## src/rtl/synth_reg_pkg.sv

```systemverilog
// synth_reg_pkg: shared types and constants for the synth parameter-register bus writer.
//   ADR_W / DATA_W  bus address and data widths
//   SEL_*           section indices (osc, env, matrix, common)
//   state_e         bus-cycle FSM states
//   req_t           queued update record {sel, adr, data}
package synth_reg_pkg;

  localparam int unsigned ADR_W  = 7;
  localparam int unsigned DATA_W = 8;
  localparam int unsigned SEL_W  = 2;

  localparam int unsigned SEL_OSC = 0;
  localparam int unsigned SEL_ENV = 1;
  localparam int unsigned SEL_MAT = 2;
  localparam int unsigned SEL_COM = 3;

  typedef enum logic [1:0] {
    IDLE,
    SETUP,
    STROBE,
    HOLD
  } state_e;

  typedef struct packed {
    logic [SEL_W-1:0]  sel;
    logic [ADR_W-1:0]  adr;
    logic [DATA_W-1:0] data;
  } req_t;

  function automatic int unsigned max3(input int unsigned a, input int unsigned b,
                                       input int unsigned c);
    int unsigned m;
    m = (a > b) ? a : b;
    return (m > c) ? m : c;
  endfunction

endpackage

```

## src/rtl/synth_reg_writer_if.sv

```systemverilog
// synth_reg_writer_if: request handshake plus parameter-register bus.
//   req_valid/req_ready/req_sel/req_adr/req_data  update requests from the control side
//   adr/data/write/sel                            bus towards osc/env/matrix receivers
// Modports: master = the bus writer, slave = the request source / bus observer.
interface synth_reg_writer_if #(
  parameter int unsigned N_SEL = 4
) ();
  import synth_reg_pkg::*;

  logic              req_valid;
  logic              req_ready;
  logic [SEL_W-1:0]  req_sel;
  logic [ADR_W-1:0]  req_adr;
  logic [DATA_W-1:0] req_data;

  logic [ADR_W-1:0]  adr;
  logic [DATA_W-1:0] data;
  logic              write;
  logic [N_SEL-1:0]  sel;

  modport master (
    input  req_valid, req_sel, req_adr, req_data,
    output req_ready, adr, data, write, sel
  );

  modport slave (
    output req_valid, req_sel, req_adr, req_data,
    input  req_ready, adr, data, write, sel
  );

endinterface

```

## src/rtl/synth_reg_fifo.sv

```systemverilog
// synth_reg_fifo: single-clock request queue, strictly FIFO order.
//   clk, rst_n      clock / async active-low reset (pointers and count only)
//   push, wdata     enqueue (ignored when full)
//   pop, rdata      dequeue; rdata always shows the head entry
//   full, empty     derived from the registered count
module synth_reg_fifo
  import synth_reg_pkg::*;
#(
  parameter int unsigned DEPTH = 8
) (
  input  logic clk,
  input  logic rst_n,
  input  logic push,
  input  req_t wdata,
  input  logic pop,
  output req_t rdata,
  output logic full,
  output logic empty
);

  localparam int unsigned AW = $clog2(DEPTH);
  localparam int unsigned CW = AW + 1;

  req_t          mem [DEPTH];
  logic [AW-1:0] wr_ptr;
  logic [AW-1:0] rd_ptr;
  logic [CW-1:0] count;
  logic          do_push;
  logic          do_pop;

  assign full    = (count == CW'(DEPTH));
  assign empty   = (count == '0);
  assign do_push = push && !full;
  assign do_pop  = pop && !empty;
  assign rdata   = mem[rd_ptr];

  // Pointers wrap naturally because DEPTH is a power of two.
  always_ff @(posedge clk or negedge rst_n) begin
    if (!rst_n) begin
      wr_ptr <= '0;
      rd_ptr <= '0;
      count  <= '0;
    end else begin
      if (do_push) wr_ptr <= wr_ptr + 1'b1;
      if (do_pop)  rd_ptr <= rd_ptr + 1'b1;
      if (do_push && !do_pop)      count <= count + 1'b1;
      else if (!do_push && do_pop) count <= count - 1'b1;
    end
  end

  // Storage is not reset; entries are only read once count says they are valid.
  always_ff @(posedge clk) begin
    if (do_push) mem[wr_ptr] <= wdata;
  end

endmodule

```

## src/rtl/synth_reg_writer.sv

```systemverilog
// synth_reg_writer: bus master for the synth parameter-register bus.
// Queues update requests, then plays each one out as setup / strobe / hold so receivers that
// latch on the falling edge of write always see stable adr/data/sel.
//   OSC_CLK   block clock (posedge)
//   iRST_N    async active-low reset
//   bus       synth_reg_writer_if.master: request handshake in, bus adr/data/write/sel out
//   busy      queue non-empty or a bus cycle in progress
//   drop_cnt  saturating count of accepted requests with an out-of-range section index
// Optional build macro SYNTH_REG_SHADOW_EN adds a shadow RAM of everything written, read via
//   rd_sel/rd_adr -> rd_data (one cycle registered, contents not reset).
module synth_reg_writer
  import synth_reg_pkg::*;
#(
  parameter int unsigned FIFO_DEPTH = 8,
  parameter int unsigned N_SEL      = 4,
  parameter int unsigned SETUP_CYC  = 2,
  parameter int unsigned STROBE_CYC = 2,
  parameter int unsigned HOLD_CYC   = 2
) (
  input  logic                       OSC_CLK,
  input  logic                       iRST_N,
  synth_reg_writer_if.master         bus,
  output logic                       busy,
  output logic [7:0]                 drop_cnt
`ifdef SYNTH_REG_SHADOW_EN
  ,
  input  logic [SEL_W-1:0]           rd_sel,
  input  logic [ADR_W-1:0]           rd_adr,
  output logic [DATA_W-1:0]          rd_data
`endif
);

  localparam int unsigned PH_MAX = max3(SETUP_CYC, STROBE_CYC, HOLD_CYC);
  localparam int unsigned PH_W   = $clog2(PH_MAX) + 1;
  localparam logic [N_SEL-1:0] SEL_ONE = N_SEL'(1);

  state_e            state;
  logic [PH_W-1:0]   phase;
  logic [ADR_W-1:0]  bus_adr;
  logic [DATA_W-1:0] bus_data;
  logic [N_SEL-1:0]  bus_sel;
  logic              bus_write;

  logic fifo_full;
  logic fifo_empty;
  logic fifo_push;
  logic fifo_pop;
  req_t req_in;
  req_t head;
  logic accept;
  logic sel_ok;

  // Request side
  assign bus.req_ready = !fifo_full;
  assign accept        = bus.req_valid && bus.req_ready;
  assign sel_ok        = 32'(bus.req_sel) < N_SEL;
  assign fifo_push     = accept && sel_ok;
  assign fifo_pop      = (state == IDLE) && !fifo_empty;

  always_comb begin
    req_in      = '0;
    req_in.sel  = bus.req_sel;
    req_in.adr  = bus.req_adr;
    req_in.data = bus.req_data;
  end

  synth_reg_fifo #(
    .DEPTH (FIFO_DEPTH)
  ) u_fifo (
    .clk   (OSC_CLK),
    .rst_n (iRST_N),
    .push  (fifo_push),
    .wdata (req_in),
    .pop   (fifo_pop),
    .rdata (head),
    .full  (fifo_full),
    .empty (fifo_empty)
  );

  always_ff @(posedge OSC_CLK or negedge iRST_N) begin
    if (!iRST_N) begin
      drop_cnt <= '0;
    end else if (accept && !sel_ok && (drop_cnt != 8'hFF)) begin
      drop_cnt <= drop_cnt + 8'd1;
    end
  end

  // Bus-cycle FSM. phase counts down the remaining cycles of the current state and is
  // reloaded on every state entry; adr/data are left as-is in IDLE.
  always_ff @(posedge OSC_CLK or negedge iRST_N) begin
    if (!iRST_N) begin
      state     <= IDLE;
      phase     <= '0;
      bus_adr   <= '0;
      bus_data  <= '0;
      bus_sel   <= '0;
      bus_write <= 1'b0;
    end else begin
      unique case (state)
        IDLE: begin
          if (!fifo_empty) begin
            bus_adr  <= head.adr;
            bus_data <= head.data;
            bus_sel  <= SEL_ONE << head.sel;
            phase    <= PH_W'(SETUP_CYC - 1);
            state    <= SETUP;
          end
        end
        SETUP: begin
          if (phase == '0) begin
            bus_write <= 1'b1;
            phase     <= PH_W'(STROBE_CYC - 1);
            state     <= STROBE;
          end else begin
            phase <= phase - 1'b1;
          end
        end
        STROBE: begin
          if (phase == '0) begin
            bus_write <= 1'b0;
            phase     <= PH_W'(HOLD_CYC - 1);
            state     <= HOLD;
          end else begin
            phase <= phase - 1'b1;
          end
        end
        HOLD: begin
          if (phase == '0) begin
            bus_sel <= '0;
            state   <= IDLE;
          end else begin
            phase <= phase - 1'b1;
          end
        end
        default: state <= IDLE;
      endcase
    end
  end

  assign bus.adr   = bus_adr;
  assign bus.data  = bus_data;
  assign bus.sel   = bus_sel;
  assign bus.write = bus_write;
  assign busy      = !fifo_empty || (state != IDLE);

`ifdef SYNTH_REG_SHADOW_EN
  // Mirror of every completed write, indexed {section, address}.
  logic [DATA_W-1:0] shadow_mem [N_SEL*128];
  logic [SEL_W-1:0]  shadow_sel;
  logic              shadow_we;

  assign shadow_we = (state == STROBE) && (phase == '0);

  always_ff @(posedge OSC_CLK or negedge iRST_N) begin
    if (!iRST_N) begin
      shadow_sel <= '0;
    end else if (fifo_pop) begin
      shadow_sel <= head.sel;
    end
  end

  // Read and write in the same cycle: the read sees the old contents.
  always_ff @(posedge OSC_CLK) begin
    if (shadow_we) shadow_mem[{shadow_sel, bus_adr}] <= bus_data;
    rd_data <= shadow_mem[{rd_sel, rd_adr}];
  end
`endif

endmodule

```

## src/flat_wrapper.sv

```systemverilog
// flat-port wrapper written by rule: the top's interface ports become plain ports
module synth_reg_writer_flat import synth_reg_pkg::*;
#(
  parameter int unsigned FIFO_DEPTH = 8,
  parameter int unsigned N_SEL      = 4,
  parameter int unsigned SETUP_CYC  = 2,
  parameter int unsigned STROBE_CYC = 2,
  parameter int unsigned HOLD_CYC   = 2
)
  (OSC_CLK, iRST_N, busy, drop_cnt, bus_req_valid, bus_req_sel, bus_req_adr, bus_req_data, bus_req_ready, bus_adr, bus_data, bus_write, bus_sel);
  synth_reg_writer_if #(.N_SEL(N_SEL)) bus_i ();
  input  logic OSC_CLK;
  input  logic iRST_N;
  output logic busy;
  output logic [7:0] drop_cnt;
  input wire logic [$bits(bus_i.req_valid)-1:0] bus_req_valid;
  input wire logic [$bits(bus_i.req_sel)-1:0] bus_req_sel;
  input wire logic [$bits(bus_i.req_adr)-1:0] bus_req_adr;
  input wire logic [$bits(bus_i.req_data)-1:0] bus_req_data;
  output wire logic [$bits(bus_i.req_ready)-1:0] bus_req_ready;
  output wire logic [$bits(bus_i.adr)-1:0] bus_adr;
  output wire logic [$bits(bus_i.data)-1:0] bus_data;
  output wire logic [$bits(bus_i.write)-1:0] bus_write;
  output wire logic [$bits(bus_i.sel)-1:0] bus_sel;
  assign bus_i.req_valid = bus_req_valid;
  assign bus_i.req_sel = bus_req_sel;
  assign bus_i.req_adr = bus_req_adr;
  assign bus_i.req_data = bus_req_data;
  assign bus_req_ready = bus_i.req_ready;
  assign bus_adr = bus_i.adr;
  assign bus_data = bus_i.data;
  assign bus_write = bus_i.write;
  assign bus_sel = bus_i.sel;
  synth_reg_writer #(.FIFO_DEPTH(FIFO_DEPTH), .N_SEL(N_SEL), .SETUP_CYC(SETUP_CYC), .STROBE_CYC(STROBE_CYC), .HOLD_CYC(HOLD_CYC)) u_core (.OSC_CLK(OSC_CLK), .iRST_N(iRST_N), .bus(bus_i), .busy(busy), .drop_cnt(drop_cnt));
endmodule
```

## config.mk

```make
export PLATFORM = sky130hd
export DESIGN_NAME = synth_reg_writer_flat
export DESIGN_NICKNAME = d
export VERILOG_FILES = /design/src/rtl/synth_reg_pkg.sv /design/src/rtl/synth_reg_writer_if.sv /design/src/rtl/synth_reg_fifo.sv /design/src/rtl/synth_reg_writer.sv /design/src/flat_wrapper.sv
export SDC_FILE = /design/constraint.sdc
export NUM_CORES = 1
export LEC_CHECK = 0
export ABC_AREA = 1
export BUFFER_PORTS_ARGS = -buffer_cell sky130_fd_sc_hd__clkbuf_2
export CAP_MARGIN = 30
export CORE_MARGIN = 5
export CORE_UTILIZATION = 54
export CTS_CLUSTER_SIZE = 14
export DETAILED_ROUTE_END_ITERATION = 10
export GPL_ROUTABILITY_DRIVEN = 0
export PLACE_DENSITY = 0.75
export SLEW_MARGIN = 20
export SYNTH_ARGS = -nofsm -noshare
export SYNTH_HDL_FRONTEND = slang
export SYNTH_SLANG_ARGS = --single-unit
```

## constraint.sdc

```tcl
create_clock -name OSC_CLK -period 2.1 [get_ports OSC_CLK]
set_clock_uncertainty 0.1 [all_clocks]
set_input_delay 0.63 -clock OSC_CLK [delete_from_list [all_inputs] [get_ports OSC_CLK]]
set_output_delay 0.63 -clock OSC_CLK [all_outputs]
set_load 0.01 [all_outputs]
```

==> results.md, run 1 <==
- The global-route congestion overflow total is 0.
- The slowest stage of the critical path belongs to the cell dfrtp_1.
- The clock-pin transition on the worst setup and hold timing paths is 0.07 ns.
- The worst-case vdd ir drop is 0.756 mV.
- The all-layer global routing usage is 19.4%.
- The via density per instance is 5.37.
- The category of the most critical setup path is reg2out.
- In the final layout, the multi-input gates occupy 0.00186 mm^2.
- The cell chosen for the clock root is clkbuf_16.
- The cell taking the most area after synthesis is edfxtp_1.
- The worst endpoint data arrival time is 1.41 ns.
- Synthesis handed over a netlist of between 600 and 700 instances.
- The number of filler cells placed in the layout is roughly 940.
- With fillers left out, the area of the finished cells amounts to 0.00832 mm^2.
- Cells with a size suffix above 1 make up between 15 and 20% of the layout.
- Static timing analysis puts the maximum clock frequency at 468 MHz.
- The worst register-to-register path has a depth of 12.
- The number of hold buffers added after cts is 0.
- Setup repair after global routing could not meet its margin everywhere.
- The clock network fraction of total power is 26.0%.
- Once placement completed, the tool counted placed cells totaling 840.
- The kind of path behind the tightest hold check is in2async.
- The share of synthesized area in the top cell type comes to 57.4%.
- The type of element capturing the critical path is a primary output.
- The final reports fail on negative setup slack.
- After the last flow step, the layout net total stands at 720.
- The count of cells in the finished layout, fillers not included, comes to 876.
- The setup slack on the worst flop-to-flop path is approximately 0.040 ns.
- Sorting the synthesized cells by area gives the leading types as edfxtp_1 (57%), dfrtp_1 (12%), nor2_1 (6.1%), nand2_1 (4.8%), nand3_1 (3.4%).
- Yosys mapped a number of flops with a built-in enable equal to 136.
- The total negative setup slack is -0.0362 ns.
- Clock tree synthesis inserted a total of 17 buffers.
- In the routed design, unresolved DRC markers number 0.
- The reported net switching power is between 4 and 5 mW.
- The area inside the core boundary is 0.0131 mm^2.
- Counting flops with an async set or reset pin after synthesis yields a share of 20.0%.
- Broken down by cell family, the worst path's largest delay share belongs to flip-flops.
- Walking the worst path, the cells encountered are inv_2 -> ha_4 -> nand4_1 -> buf_2.
- The tree built by TritonCTS fans out to 170 sinks.
- The number of buffers and inverters on the critical path is 2.
- The sequential cell area fraction in the yosys report is 69.3%.
- The switching fraction of total power is 36.3%.
- Registers are responsible for 36.9% of the overall power.
- The startpoint of the lowest-slack register-to-register path is u_core.u_fifo.count[1].
- Combinational cells account for 37.1% of the total power.
- TritonCTS built the clock tree.
- The insertion delay to the later sink of the worst-skew pair is 0.43 ns.
- The terminus of the critical flop-to-flop path is u_core.u_fifo.count[3].
- After layout, the worst path uses 102% of the clock period.
- The half-perimeter wire length after detailed placement is 9150 um.
- The worst hold margin is between 0.07 and 0.08 ns.
- The total count of max-transition violations in the final report is 0.
- The reported max-cap violation count is 0.
- The internal power of the cells totals around 8 mW.
- The ratio of total power to cell area is 1530 mW/mm^2.
- Total power for the finished layout comes to 12.7 mW.
- Cells fill 63.6% of the core in the end.
- The horizontal die dimension is 125 um.
- The run finished, with violations left.
- The number of different library cells used by synthesis comes to 29.
- The count of nets left with antenna violations once routing finished came out at 0.
- The diode insertion count for antenna repair is 0.
- The count of boundary I/O pins is 50.
- The analysis attributes to cell leakage a power of 3.33 nW.
- For this run, the leading register cell type out of synthesis is edfxtp_1.
- The floorplan has 42 rows.
- The worst setup path is launched from a register.
- The placement-stage cell area is 0.00763 mm^2.
- The number of H-tree branching levels is 4.
- The biggest cell delay along the critical path is 0.39 ns.
- The number of buffers added on ports is 41.
- The total of warnings raised by yosys is 0.
- Counting along the longest clock path gives a buffer depth of 2.
- Counting flops and latches in the post-synthesis netlist gives 170.
- The worst setup timing slack at the placement stage is -0.0652 ns.
- From bottom edge to top edge, the die measures about 120 um.
- The post-synthesis average cell area is 11.5 um^2.
- The number of detailed-route iterations in the first pass is 5.
- The routed layout has 4703 vias.
- The via count of the first global-routing pass is 4701.
- The signed area change from the synthesized netlist to the final layout is 16.9%.
- The number of DRC markers in iteration 0 is 455.
- The number of antenna violations at the first check in global routing is 0.
- The largest net degree at the start of global routing is 70.
- The total die area is roughly 0.016 mm^2.
- After synthesis, the most frequently instantiated cells are edfxtp_1 (136), nor2_1 (115), nand2_1 (91).
- The first-pass GRT wire length is approximately 24000 um.
- The critical path crosses 4 cells after its start point.
- In this run the worst path has a maximum fanout of 4.
- For this block, the routed nets add up to 14800 um of wire.
- After detailed routing, the average wire length per cell comes to approximately 17 um.
- The count of endpoints failing hold in the final timing report is 0.
- The count of final setup violators is 1.
- The starting density of the core is 54.4%.
- Across all setup checks in the final design, the least slack found is -0.0362 ns.
- STA puts the critical path data required time at 1.37 ns.
- The clock period minus worst slack is about 2.1 ns.
- The sequential cell area is 0.00494 mm^2.
- The leading cell type by number of instances after synthesis is edfxtp_1.
- The cell area that synthesis handed to floorplanning was 0.00712 mm^2.
-- kinds of logic after synthesis --
logic type	share of synthesized area [%]
buffers and inverters	5.43
other	0.0527
AO/OA/AOI/OAI	6.99
flip-flops	69.3
adder cells (fa/ha/maj)	2.39
XOR/XNOR	0.861
AND/OR/NAND/NOR	15.0
-- placed cells by master (no fill, tap or decap), drive strengths merged --
| cell | netlist | final |
|---|---|---|
| o221ai | 1 | 1 |
| clkbuf | 6 | 58 |
| o211ai | 15 | 15 |
| nor2 | 116 | 116 |
| nand3 | 50 | 50 |
| bufinv | 0 | 4 |
| ha | 12 | 12 |
| o21ai | 72 | 72 |
| nand2 | 92 | 92 |
| buf | 30 | 39 |
| dfrtp | 34 | 34 |
| and2 | 1 | 1 |
| inv | 39 | 41 |
| clkinv | 0 | 4 |
| or2 | 1 | 1 |
| xnor2 | 2 | 2 |
| xor2 | 5 | 5 |
| fa | 1 | 1 |
| a21oi | 2 | 2 |
| conb | 1 | 8 |
| clkinvlp | 0 | 4 |
| nand4 | 1 | 1 |
| a31oi | 1 | 1 |
| edfxtp | 136 | 136 |
-- state kept, by name, summed over array words and instances, names as in the netlist --
name / count
u_core.phase: 2
u_core.bus.data: 8
u_core.bus.write: 1
u_core.u_fifo.wr_ptr: 3
u_core.u_fifo.mem: 136
u_core.bus.sel: 4
u_core.state: 2
u_core.u_fifo.rd_ptr: 3
u_core.u_fifo.count: 4
u_core.bus.adr: 7
-- cell type report --
class | count | share of cell area (%)
well taps | 176 | 2.65
clock inverters | 14 | 2.33
multi-input cells | 380 | 22.3
clock buffers | 18 | 5.28
inverters | 39 | 1.76
repair buffers | 79 | 6.35
flip-flops and latches | 170 | 59.3
-- how the worst max path moves through the flow --
stage / from / endpoint / slack [ns]
floorplan: u_core.u_fifo.count[0] / u_core.u_fifo.mem[0][0] / -0.10
global placement: bus_req_valid / u_core.u_fifo.count[3] / -0.01
detailed placement: bus_req_valid / u_core.u_fifo.count[3] / -0.07
CTS: u_core.u_fifo.count[0] / busy / -0.01
global route: u_core.u_fifo.count[1] / busy / -0.09
finish: u_core.state[1] / busy / -0.04
-- worst reg2reg max path, stage by stage, from the launching register on --
cell	delay, ns
dfrtp_1	0.39
nor2_2	0.14
buf_4	0.13
nand3_2	0.07
nand2_4	0.07
ha_2	0.18
inv_2	0.05
ha_1	0.30
a21oi_1	0.16
and2_1	0.16
xor2_1	0.14
nand2_1	0.06
nand2_1	0.05
-- repair_timing --
| item | in CTS | in global routing |
|---|---|---|
| endpoints found under the setup margin | 2 | 3 |
| pin swaps | 3 | 2 |
| gates resized for setup | 4 | 5 |
| buffers inserted | 4 | 0 |
-- power groups by stage --
| stage | combinational [mW] | sequential (mW) | clock, mW |
|---|---|---|---|
| after floorplan | 3.15 | 4.80 | 0 |
| after global placement | 4.36 | 4.71 | 0 |
| after detailed placement | 4.57 | 4.74 | 0 |
| after CTS | 4.71 | 4.68 | 3.35 |
| after global routing | 5.25 | 4.76 | 3.50 |
| final | 4.72 | 4.69 | 3.31 |
-- layer usage --
| layer | wire, um | global-route usage [%] | up-vias |
|---|---|---|---|
| met4 | 199 | 6.82 | 0 |
| met3 | 1170 | 5.06 | 20 |
| li1 | - | - | 2243 |
| met5 | 0 | 0 | - |
| met2 | 7310 | 32.0 | 194 |
| met1 | 6090 | 25.2 | 2246 |
No activity file was read; power rests on OpenSTA's default activity.
==> inputs of run 2 (changes only) <==
--- a/config.mk
+++ b/config.mk
@@ -5,7 +5,6 @@
 export SDC_FILE = /design/constraint.sdc
 export NUM_CORES = 1
 export LEC_CHECK = 0
-export ABC_AREA = 1
 export BUFFER_PORTS_ARGS = -buffer_cell sky130_fd_sc_hd__clkbuf_2
 export CAP_MARGIN = 30
 export CORE_MARGIN = 5
@@ -13,8 +12,7 @@
 export CTS_CLUSTER_SIZE = 14
 export DETAILED_ROUTE_END_ITERATION = 10
 export GPL_ROUTABILITY_DRIVEN = 0
-export PLACE_DENSITY = 0.75
-export SLEW_MARGIN = 20
+export PLACE_DENSITY = 0.76
 export SYNTH_ARGS = -nofsm -noshare
 export SYNTH_HDL_FRONTEND = slang
 export SYNTH_SLANG_ARGS = --single-unit
==> run 2 against run 1 <==
  * The flow still finishes with violations (negative setup slack)
  * Count of clock-buffer cells in the layout up 1
  * Maximum frequency down 12%
  * Synthesized area decreased by 4.6%
  * Core utilization grew 3.6 points
  * Total power fell by 3.6%
  * Combinational power is 4.2% lower
  * Synthesized cell count shrank 41%
==> results.md, run 2 <==
- The flow ran to the end, but the final reports show violations.
- The final reports fail on negative setup slack.
- The synthesized area is 0.00679 mm^2 (-4.6%).
- The kind of path behind the tightest hold check is in2async.
- The critical path required time is 2.33 ns (+0.96 ns).
- The worst-case vdd ir drop is 0.795 mV (+5.2%).
- The number of enable flip-flop cells after synthesis is 136 (unchanged).
- The clock-pin transition on the worst setup and hold timing paths is 0.06 ns (about the same).
- Leaving out fill and tap cells, the most frequent cell in the layout is edfxtp_1.
- The cell occurring most often along the worst timing path is ha_4.
- The sequential cell area fraction in the yosys report is 72.6% (+3.3 points).
- The critical-path maximum fanout is 2 (-2).
- The worst-path cell with the longest stage delay is or4b_4.
- The overall power is 12.2 mW (-3.6%).
- The number of hold buffers added after cts came to 0 (unchanged).
- The flip-flop count of the largest register, all copies and words added is 136 (unchanged).
- The TritonCTS buffer count is 17 (unchanged).
- More flip-flops sit in one register than any other, and that register is u_core.u_fifo.mem.
- The all-layer global routing usage is 18.7% (-0.79 points).
- The cell taking the most area after synthesis is edfxtp_1.
- The non-filler instance count after layout is 641 (-27%).
- The commonest cells after synthesis are edfxtp_1 (136), dfrtp_1 (34), mux4_2 (33).
- The reported max-cap violation count came to 0 (unchanged).
- The clock period minus worst slack was 2.43 ns (+0.292 ns).
- The first-pass GRT wire length is 20200 um (-15%).
- STA classifies the critical path startpoint as a register.
- The critical path is of the reg2reg type.
- The via density per instance was 5.38 (+0.25%).
- The row count came to 41 (-2.4%).
- The number of distinct library cells after synthesis came to 34 (+17%).
- The area inside the core boundary came to 0.0125 mm^2 (-4.7%).
- The number of buffers on the longest clock path is 2 (unchanged).
- The diode insertion count for antenna repair is 0 (unchanged).
- The wire length per cell after detailed routing is 20.1 um (+19%).
- The upper clock frequency limit came to 412 MHz (-12%).
- The die outline height is 122 um (-2.1%).
- The clock tree from TritonCTS is yes.
- The share of final-layout standard cells stronger than drive strength 1 is 38.0% (+20 points).
- The horizontal die dimension is 122 um (-2.1%).
- The number of nets in the finished design is 489 (-32%).
- The via count of the first global-routing pass is 3664 (-22%).
- The total of warnings raised by yosys was 0 (unchanged).
- The global-route congestion overflow total is 0 (unchanged).
- The number of buffers added on ports is 41 (unchanged).
- The utilization of the core after routing was 67.2% (+3.6 points).
- The total negative setup slack is -10.83 ns (-10.79 ns).
- By instance count, the leading cell after synthesis is edfxtp_1.
- The transition time of the tightest slew-check pin is a little over 0.5 ns.
- The worst slew slack as a fraction of its limit is roughly two thirds.
- The number of synthesized register bits is 170 (unchanged).
- The setup slack on the worst flop-to-flop path came to -0.33 ns (-0.37 ns).
- The number of H-tree branching levels is 4 (unchanged).
- The worst path buffer plus inverter count is 1 (-1).
- The sum of routed wire length over all layers was 12900 um (-13%).
- The number of DRC markers in iteration 0 is 159 (-65%).
- The path depth of the worst reg2reg path is 9 (-3).
- The count of boundary I/O pins is 50 (unchanged).
- The synthesized netlist cell count is 365 (-41%).
- The total stage count of the critical path is 9 (+5).
- The most used flip-flop cell after synthesis is edfxtp_1.
- The via count was 3450 (-27%).
- The ratio of total power to cell area was 1460 mW/mm^2 (-4.3%).
- The total die area came to 0.0149 mm^2 (-4.2%).
- The share of flip-flops with an asynchronous set or reset after synthesis is 20.0% (unchanged).
- Setup repair after global routing could not meet its margin everywhere.
- The biggest cell delay along the critical path is 0.54 ns (+0.15 ns).
- The critical path goes through or4b_4 -> and2_4 -> ha_4 -> inv_4 -> ha_4 -> a21o_4 -> a21oi_4 -> mux2i_1 -> xnor2_1.
- The insertion delay to the later sink of the worst-skew pair came to 0.42 ns (about the same).
- The largest net degree at the start of global routing is 35 (-50%).
- The total leakage power was 3.11 nW (-6.5%).
- The family with the most delay on the worst path is simple AND/OR/NAND/NOR gates.
- The post-synthesis average cell area is 18.6 um^2 (+62%).
- The total count of max-transition violations in the final report is 0 (unchanged).
- The least setup slack across all paths after layout is -0.328 ns (-0.292 ns).
- The number of detailed-route iterations in the first pass was 4 (-1).
- From synthesis to final layout, the design area changed by 23.3%.
- The residual antenna-violating net count after detailed routing is 0 (unchanged).
- The portion of synthesized cell area occupied by the leading cell type is 60.1% (+2.7 points).
- The library cells used most frequently in the layout, excluding fill and tap cells, are edfxtp_1 (136), clkbuf_2 (40), mux4_2 (33), dfrtp_1 (33), buf_4 (24).
- The final worst-path cycle share came to 116% (+14 points).
- The half-perimeter wire length after detailed placement is 7950 um (-13%).
- The count of final setup violators came to 73 (+72).
- The count of endpoints failing hold in the final timing report is 0 (unchanged).
- Yosys attributes the largest share of cell area to edfxtp_1 (60%), dfrtp_1 (13%), mux4_2 (11%), mux2i_1 (3.2%), ha_1 (2.2%).
- The number of antenna violations at the first check in global routing is 0 (unchanged).
- STA classifies the critical path endpoint as a register.
- The number of clock sinks seen by CTS was 170 (unchanged).
- The worst hold margin is 0.172 ns (+0.101 ns).
- The cell chosen for the clock root is clkbuf_16.
- The residual DRC count came to 0 (unchanged).
- The worst endpoint data arrival time came to 2.66 ns (+1.25 ns).
- The number of cells in the design after placement came to 595 (-29%).
- The starting density of the core is 54.5% (+0.094 points).
-- run 2: report_power, final --
group          switching [mW]  internal (mW)  leakage (nW)  total, mW
sequential              0.389           4.39          1.65       4.78
clock                    1.21           1.74         0.273       2.95
combinational            2.20           2.32          1.19       4.52
total                    3.79           8.45          3.11       12.2
-- run 2: final cells by class --
type                            instances  area, um^2
Timing Repair Buffer                   88         762
Fill cell                             804        4090
Tap cell                              172         215
Sequential cell                       170        4940
Clock buffer                           19         433
Inverter                               13        51.3
Multi-Input combinational cell        166        1850
Clock inverter                         13         129
-- run 2: logic make-up after synthesis --
group	synth area share (%)
flops	72.6
mux	15.1
simple gates	3.37
buf+inv	2.95
compound gates	2.52
fa+ha+maj	2.50
xor+xnor	0.902
other cells	0.0552
-- run 2: final timing paths --
| kind | startpoint | to |
|---|---|---|
| setup / recovery | u_core.u_fifo.count[1] | u_core.u_fifo.count[3] |
| hold reg to reg | u_core.bus.data[1] | u_core.bus.data[1] |
| setup reg to reg | u_core.u_fifo.count[1] | u_core.u_fifo.count[3] |
| max in group asynchronous | iRST_N | u_core.u_fifo.rd_ptr[0] |
| hold / removal | iRST_N | u_core.bus.data[6] |
| min in group OSC_CLK | u_core.bus.data[1] | u_core.bus.data[1] |
-- run 2: timing repair --
action | CTS | global route
cloned | 0 | 2
setup endpoints to repair | 32 | 91
buffers inserted | 6 | 8
pin swaps | 5 | 10
resized for setup | 19 | 6
-- run 2: layer usage --
metal / routed length, um / global-route usage [%] / part of all wire (%)
met5: 0 / 0 / 0
met4: 232 / 6.86 / 1.8
met3: 535 / 5.06 / 4.2
met2: 6620 / 31.1 / 51
met1: 5490 / 23.7 / 43
-- run 2: through the flow --
stage	area, um^2	worst slack, ns
6_report	8370	-0.328
2_1_floorplan	6920	-0.389
3_5_place_dp	7510	-0.327
5_1_grt	8370	-0.409
4_1_cts	8220	-0.294
3_3_place_gp	7460	-0.327
==> inputs of run 3 (changes only) <==
--- a/config.mk
+++ b/config.mk
@@ -12,7 +12,8 @@
 export CTS_CLUSTER_SIZE = 14
 export DETAILED_ROUTE_END_ITERATION = 10
 export GPL_ROUTABILITY_DRIVEN = 0
-export PLACE_DENSITY = 0.76
+export PLACE_DENSITY = 0.75
 export SYNTH_ARGS = -nofsm -noshare
 export SYNTH_HDL_FRONTEND = slang
+export SYNTH_HIERARCHICAL = 1
 export SYNTH_SLANG_ARGS = --single-unit
==> run 3 against run 2 <==
  * Synthesized cell count down 2.2%
  * Cell area up 5.9%
  * Core utilization up 0.62 points
  * The flow still finishes with violations (negative setup slack)
  * Worst setup slack worse by 0.060 ns
  * Largest power group is now combinational cells
  * Non-clock buffer count up 17
  * Total power up 7.6%
  * Critical path depth up 3
==> results.md, run 3 <==
- The run finished, with violations left.
- The final reports fail on negative setup slack.
- The half-perimeter wire length after detailed placement is 8230 um (+3.5%).
- The library cell used most frequently in the layout, excluding fill and tap cells, is edfxtp_1.
- The total die area was 0.0156 mm^2 (+4.4%).
- The sequential cell area fraction in the yosys report was 69.3% (-3.3 points).
- In this run the clock root is driven by a clkbuf_16.
- The non-filler instance count after layout is 657 (+2.5%).
- The row count is 42 (+2.4%).
- The global-route congestion overflow total is 0 (unchanged).
- Summed over all instances, the cell type with the most area after synthesis is edfxtp_1.
- The count of boundary I/O pins came to 50 (unchanged).
- The clock tree from TritonCTS is yes.
- The worst endpoint data arrival time is 2.69 ns (+0.03 ns).
- The number of filler cells placed in the layout was 823 (+2.4%).
- The number of synthesized register bits is 170 (unchanged).
- The number of distinct library cells after synthesis is 44 (+29%).
- The via count is 3644 (+5.6%).
- The residual DRC count was 0 (unchanged).
- The number of nets in the finished design is 502 (+2.7%).
- The clock period minus worst slack is 2.49 ns (+0.0604 ns).
- The number of clock sinks seen by CTS is 170 (unchanged).
- The critical-path maximum fanout is 3 (+1).
- The critical path required time came to 2.30 ns (-0.03 ns).
- The total count of max-transition violations in the final report is 0 (unchanged).
- The all-layer global routing usage was 18.7% (about the same).
- The residual antenna-violating net count after detailed routing is 0 (unchanged).
- The number of buffers added on ports is 41 (unchanged).
- The synthesized area is 0.00712 mm^2 (+4.8%).
- The number of H-tree branching levels is 4 (unchanged).
- The number of buffers on the longest clock path is 2 (unchanged).
- Ranked by total cell area, the synthesized netlist is headed by edfxtp_1 (57%), dfrtp_1 (12%), mux4_1 (8.9%), mux2_2 (4.9%), mux4_2 (3.2%).
- The starting density of the core came to 54.4% (-0.084 points).
- The leading cell type by number of instances after synthesis is edfxtp_1.
- The most used flip-flop cell after synthesis is edfxtp_1.
- The area inside the core boundary is 0.0131 mm^2 (+5.0%).
- The library cells used most frequently in the layout, excluding fill and tap cells, are edfxtp_1 (136), clkbuf_2 (39), buf_4 (34), dfrtp_1 (29), mux2_2 (27).
- The number of cells in the design after placement is 602 (+1.2%).
- The final worst-path cycle share is 119% (+2.9 points).
- The number of antenna violations at the first check in global routing is 1 (+1).
- The share of flip-flops with an asynchronous set or reset after synthesis is 20.0% (unchanged).
- The critical path is of the reg2reg type.
- The flip-flop count of the largest register, all copies and words added is 136 (unchanged).
- The largest net degree at the start of global routing was 25 (-29%).
- The first-pass GRT wire length is 21600 um (+7.0%).
- The number of DRC markers in iteration 0 was 253 (+59%).
- The reported max-cap violation count is 0 (unchanged).
- The type of element capturing the critical path is a register.
- The least setup slack across all paths after layout came to -0.389 ns (-0.0604 ns).
- The TritonCTS buffer count was 17 (unchanged).
- The upper clock frequency limit is 402 MHz (-2.4%).
- The portion of synthesized cell area occupied by the leading cell type is 57.4% (-2.8 points).
- STA classifies the critical path startpoint as a register.
- The signed area change from the synthesized netlist to the final layout is 24.6%.
- The register bank with the most flops is u_core/u_fifo/mem.
- The total leakage power came to 3.33 nW (+7.2%).
- The synthesized netlist cell count is 357 (-2.2%).
- The number of enable flip-flop cells after synthesis is 136 (unchanged).
- The ratio of total power to cell area is 1490 mW/mm^2 (+1.6%).
- The share of final-layout standard cells stronger than drive strength 1 came to 47.1% (+9.1 points).
- The worst-case vdd ir drop is 0.724 mV (-9.0%).
- The wire length per cell after detailed routing is 21.1 um (+4.9%).
- The via density per instance was 5.55 (+3.1%).
- The horizontal die dimension is 125 um (+2.2%).
- Setup repair after global routing could not meet its margin everywhere.
- In the synthesized netlist, the cells that appear most often are edfxtp_1 (136), dfrtp_1 (34), mux2_2 (31).
- The die outline height came to 125 um (+2.2%).
- The via count of the first global-routing pass was 3856 (+5.2%).
- The total of warnings raised by yosys is 6 (+6).
- The clock-pin transition on the worst setup and hold timing paths is 0.06 ns (about the same).
- The count of final setup violators is 5 (-93%).
- The insertion delay to the later sink of the worst-skew pair is 0.42 ns (about the same).
- The number of hold buffers added after cts is 0 (unchanged).
- The kind of path behind the tightest hold check is in2async.
- The number of detailed-route iterations in the first pass is 4 (unchanged).
- The utilization of the core after routing is 67.8% (+0.62 points).
- The post-synthesis average cell area came to 19.9 um^2 (+7.2%).
- The count of endpoints failing hold in the final timing report is 0 (unchanged).
- The sum of routed wire length over all layers is 13900 um (+7.6%).
==> run 3: per-layer routing <==
layer	vias to the layer above	global-route usage, %	part of all wire (%)
met5	-	0	0
met4	0	6.89	1.8
met3	22	4.80	5.4
met2	118	31.3	52
met1	1864	23.6	40
li1	1640	-	-
==> run 3: cell families (layout without fill, tap and decap cells) <==
kind of cell | count (synthesis) | in the layout | share of synthesized area [%]
other | 1 | 9 | 0.0527
AO/OA/AOI/OAI | 16 | 16 | 1.99
flip-flops | 170 | 170 | 69.3
multiplexers | 76 | 76 | 19.1
buffers and inverters | 31 | 147 | 2.88
adder cells (fa/ha/maj) | 15 | 15 | 2.74
XOR/XNOR | 6 | 6 | 0.738
AND/OR/NAND/NOR | 42 | 42 | 3.20
==> run 3: power breakdown <==
group / switching, mW / internal, mW / total (mW)
combinational: 2.50 / 3.07 / 5.57
sequential: 0.343 / 4.42 / 4.76
clock: 1.20 / 1.64 / 2.84
total: 4.05 / 9.13 / 13.2
==> run 3: path summary, 6_finish.rpt <==
kind / from / end / slack, ns / cells after the start
max: u_core/u_fifo/count[2] / u_core/u_fifo/count[3] / -0.39 / 12
min: iRST_N / u_core/bus.data[1] / 0.03 / 1
max reg2reg: u_core/u_fifo/count[2] / u_core/u_fifo/count[3] / -0.39 / 12
min reg2reg: u_core/bus.data[0] / u_core/bus.data[0] / 0.41 / 1
max in group asynchronous: iRST_N / u_core/u_fifo/count[1] / 1.39 / 2
min in group OSC_CLK: bus_req_adr[6] / u_core/u_fifo/mem[0][14] / 0.38 / 1
==> run 3: critical path, cell delays in order, from the launching register on <==
cell,delay [ns]
dfrtp_2,0.40
or4b_4,0.59
inv_4,0.09
nor2b_4,0.04
nand2_2,0.06
inv_2,0.05
ha_4,0.16
inv_4,0.07
buf_6,0.11
ha_4,0.20
a21oi_2,0.16
mux2i_1,0.22
o211ai_1,0.11
==> run 3: area by class of cell <==
class / instances / area [um^2] / area share, %
flip-flops and latches: 170 / 4940 / 55.7
multi-input cells: 163 / 2160 / 24.4
repair buffers: 105 / 950 / 10.7
clock buffers: 23 / 488 / 5.50
well taps: 176 / 220 / 2.48
clock inverters: 9 / 62.6 / 0.705
inverters: 10 / 42.5 / 0.480
diodes: 1 / 2.50 / 0.0282
==> run 3: timing repair <==
item	4_1_cts	5_1_grt
setup buffers	18	3
pin swaps	13	6
setup endpoints to repair	107	119
gates cloned	1	1
resized for setup	16	33
==> run 3: per-stage QoR <==
stage               hold WS, ns  area [um^2]  TNS [ns]  total power [mW]  setup slack (ns)
global placement          0.394         7910    -20.96              9.44            -0.388
detailed placement        0.396         7930    -17.39              9.67            -0.429
floorplan                 0.234         7260     -7.80              8.12            -0.534
global route             0.0336         8870     -2.09              13.9            -0.454
CTS                      0.0200         8760     -1.57              13.0            -0.375
finish                   0.0253         8870     -1.53              13.2            -0.389
